### src/rtl/lifo_stack_pkg.sv
// rtl/lifo_stack_pkg.sv - default sizing and word type for the lifo_stack scratch buffer
package lifo_stack_pkg;

    localparam int DEF_DATA_WIDTH = 4;
    localparam int DEF_DEPTH      = 8;

    typedef logic [DEF_DATA_WIDTH-1:0] data_t;

endpackage

### src/rtl/lifo_stack.sv
// rtl/lifo_stack.sv - single-clock LIFO stack with registered pop output and full/empty flags
module lifo_stack
    import lifo_stack_pkg::*;
#(
    parameter int DATA_WIDTH = DEF_DATA_WIDTH,
    parameter int DEPTH      = DEF_DEPTH,
    parameter int CNT_W      = $clog2(DEPTH + 1)
) (
    input  logic                  clk,
    input  logic                  rstN,
    input  logic [DATA_WIDTH-1:0] data_in,
    input  logic                  push,
    input  logic                  pop,
    output logic [DATA_WIDTH-1:0] data_out,
    output logic                  full,
    output logic                  empty
);

    localparam int AW = (DEPTH > 1) ? $clog2(DEPTH) : 1;

    logic [DATA_WIDTH-1:0] mem [DEPTH];
    logic [CNT_W-1:0]      count;
    logic [AW-1:0]         top_idx;
    logic [AW-1:0]         wr_idx;
    logic                  do_pop;
    logic                  do_push;

    assign full  = (count == CNT_W'(DEPTH));
    assign empty = (count == '0);

    // A push while full is still taken when it pairs with a valid pop (replace-top).
    assign do_pop  = pop & ~empty;
    assign do_push = push & (~full | do_pop);

    assign top_idx = AW'(count - CNT_W'(1));
    assign wr_idx  = AW'(count);

    always_ff @(posedge clk or negedge rstN) begin
        if (!rstN) begin
            count    <= '0;
            data_out <= '0;
        end else begin
            if (do_pop && do_push) begin
                data_out     <= mem[top_idx];
                mem[top_idx] <= data_in;
            end else if (do_pop) begin
                data_out <= mem[top_idx];
                count    <= count - CNT_W'(1);
            end else if (do_push) begin
                mem[wr_idx] <= data_in;
                count       <= count + CNT_W'(1);
            end
        end
    end

endmodule

### config.mk
export PLATFORM = sky130hd
export DESIGN_NAME = lifo_stack
export DESIGN_NICKNAME = d
export VERILOG_FILES = /design/src/rtl/lifo_stack_pkg.sv /design/src/rtl/lifo_stack.sv
export SDC_FILE = /design/constraint.sdc
export NUM_CORES = 1
export LEC_CHECK = 0
export CORE_ASPECT_RATIO = 0.8
export CORE_MARGIN = 4
export CORE_UTILIZATION = 60
export CTS_BUF_LIST = sky130_fd_sc_hd__clkbuf_4 sky130_fd_sc_hd__clkbuf_8
export DETAILED_ROUTE_END_ITERATION = 10
export PLACE_DENSITY_LB_ADDON = 0.15
export SETUP_SLACK_MARGIN = 0.1
export SYNTH_ARGS = -nofsm -noshare
export SYNTH_HDL_FRONTEND = slang
export SYNTH_SLANG_ARGS = --single-unit
### constraint.sdc
create_clock -name clk -period 2.8 [get_ports clk]
set_input_delay 0.28 -clock clk [delete_from_list [all_inputs] [get_ports clk]]
set_output_delay 0.28 -clock clk [all_outputs]
set_load 0.02 [all_outputs]
==> results.ini <==
[clock_tree]
cts_buffer_depth=2
hold_buffers=0
path_clk_slew_ns=0.07
cts_root_buffer=clkbuf_8
cts_tree=yes
cts_buffers=5
worstSkewPairLatency_ns=0.29
cts_setup_buffers=0
htreeDepth=2
cts_sinks=40

[die]
die_width_um=69.5
io_pins=14
chipHeight_um=57.2
num_rows=17
start_util_pct=64.3
dieArea_um2=3980
coreArea_um2=2830

[yosys]
yosys.area.top_type=edfxtp_1
avgSynthCellArea_um2=13.5
synth.distinct_cells=30
ys_seq_area_share_pct=63.9
syn_nets=146
ys_warn_count=0
yosysTopAreaCellShare_pct=52.9
synth_area_um2=1820
synthTopCellsByArea=edfxtp_1 53%, dfrtp_1 11%, mux2_2 9.9%
synth-seq-cells=40
synth_edf_count=32
synthCells=135
synthArstFlopShare_pct=20.0
yosys_most_used_dff=edfxtp_1

[worst_setup_path]
cp-end-kind=register
critical_path_required_ns=2.75
worstSetupPathType=register to register
critPathArrivalTime_ns=2.59
cp_max_fo=11
critPathLaunchType=register

[run]
maxCapViolCount=0

[finish]
final_cell_mix=32 x edfxtp_1, 16 x mux2_2, 13 x nand2_1, 13 x clkdlybuf4s50_1, 10 x nor2_1
drive_gt1_share_pct=20.5
final_common_cell=edfxtp_1
diodes=0
syn_to_final_growth_pct=14.9
finalNetCount=166

[timing]
max_clock_freq_mhz=379
slew_violations=0
setup_viol=0
rsz0062_at_grt=yes
relSlewSlack_pct=71.5
timing.final.ws_setup_ns=0.165
hold_violations=0
fin_worst_skew_ns=0.00525
period_needed_ns=2.64
whs_ns=0.283
period_share_pct=94.1
worstMarginPinSlew_ns=0.423

[global_route]
grt_pass1_wl_mm=5.81
grt_usage_pct=19.8
grt_max_degree=22
grt_pass1_vias=1134
grt_antenna_before_repair=0
grt_overflow=0

[place]
dp.final_hpwl_mm=2.53
place_ws_ns=0.151
gp_congestion=0.970
portBuffers=13

[detailed_routing]
drt-initial-drc-count=80
drtAntennaViolNets=0
vias=1151
wl_per_cell_um=18.0
dr.pass1.iters=4
drc_errors=0
vias_per_cell=5.93
wirelength_mm=3.49

[pwr]
power.internal_mw=1.37
pwr-share-seq_pct=37.0
p_sw_share_pct=37.9
leakagePower_nw=0.732
comb_power_share_pct=46.2
power.switching_mw=0.837
vdd_drop_max_mv=0.587
pwr-share-clk_pct=16.8
p_per_area_nw_per_um2=1060

[outcome]
status=completed

[hold_path]
hold_path.class=primary input to asynchronous set/reset pin

[metrics by stage]
stage          TNS [ns]  area [um2]  utilization (%)  std cells  total power, mW
6_report              0        2090             73.9        194             2.21
5_1_grt         -0.0288        2090             73.9        194             2.34
3_5_place_dp          0        2000             70.7        186             1.83
2_1_floorplan         0        1820                -        135             1.55
4_1_cts               0        2090             73.8        194             2.21
3_3_place_gp          0        2000             70.7        186             1.80
[logic make-up (layout without fill, tap and decap cells)]
family / Yosys count / count (layout) / share of synthesized area [%]
flip-flops: 40 / 40 / 63.9
XOR/XNOR: 5 / 5 / 2.41
AO/OA/AOI/OAI: 27 / 27 / 10.1
adder cells (fa/ha/maj): 3 / 3 / 2.06
AND/OR/NAND/NOR: 33 / 33 / 8.19
buffers and inverters: 10 / 31 / 2.89
multiplexers: 17 / 17 / 10.5
[layout make-up]
type | instances | area, um2
Sequential cell | 40 | 1160
Fill cell | 193 | 739
Multi-Input combinational cell | 85 | 607
Timing Repair Buffer | 18 | 168
Clock buffer | 7 | 83.8
Tap cell | 38 | 47.5
Inverter | 5 | 18.8
Clock inverter | 1 | 3.75
[per-layer routing]
layer / global-route usage (%) / vias to the layer above / share of wire (%) / wire, um
met2: 30.7 / 61 / 48 / 1690
met1: 26.0 / 540 / 43 / 1520
met5: 0 / - / 0 / 0
met4: 6.69 / 0 / 0.057 / 2
li1: - / 548 / - / -
met3: 7.39 / 2 / 8.2 / 286
[power groups by stage]
stage / Combinational, mW / Sequential (mW) / Clock, mW
5_1_grt: 1.09 / 0.831 / 0.414
3_5_place_dp: 0.999 / 0.832 / 0
6_report: 1.02 / 0.817 / 0.372
2_1_floorplan: 0.698 / 0.848 / 0
4_1_cts: 1.00 / 0.819 / 0.383
3_3_place_gp: 0.977 / 0.822 / 0
[worst max-delay path, cell delays in order, from the launching register on]
cell and delay [ns]:
dfrtp_1 0.39, inv_1 0.16, ha_1 0.22, nand2b_2 0.09, o31a_1 0.25, ha_1 0.30
nand2b_1 0.23, o31a_1 0.32, nor2_1 0.33
[repair_timing]
action                     4_1_cts  5_1_grt
resized for setup                0        1
setup endpoints to repair        0       32
hold endpoints to repair         0        0
[Yosys cell counts (2+ instances only)]
master    number
a21oi_1        2
buf_4          4
dfrtp_1        8
edfxtp_1      32
ha_1           3
inv_1          5
mux2_2        16
nand2_1       13
nor2_1        11
nor3_1         2
o21ai_0        4
o22ai_1        8
o31a_1         3
o31ai_1        5
xnor2_1        4
[flip-flops by register name, summed over array words and instances, names as in the netlist]
signal	flops
count	4
data_out	4
mem	32
[worst paths after layout]
path / start / end / slack (ns) / cells past startpoint
min reg2reg: data_out[2] / data_out[2] / 0.49 / 2
max in group asynchronous: rstN / count[3] / 2.36 / 2
max reg2reg: count[0] / mem[1][2] / 0.16 / 8
max: count[0] / mem[1][2] / 0.16 / 8
min: rstN / data_out[3] / 0.28 / 2
min in group clk: data_out[2] / data_out[2] / 0.49 / 2
Power figures use the tool's default switching activity.
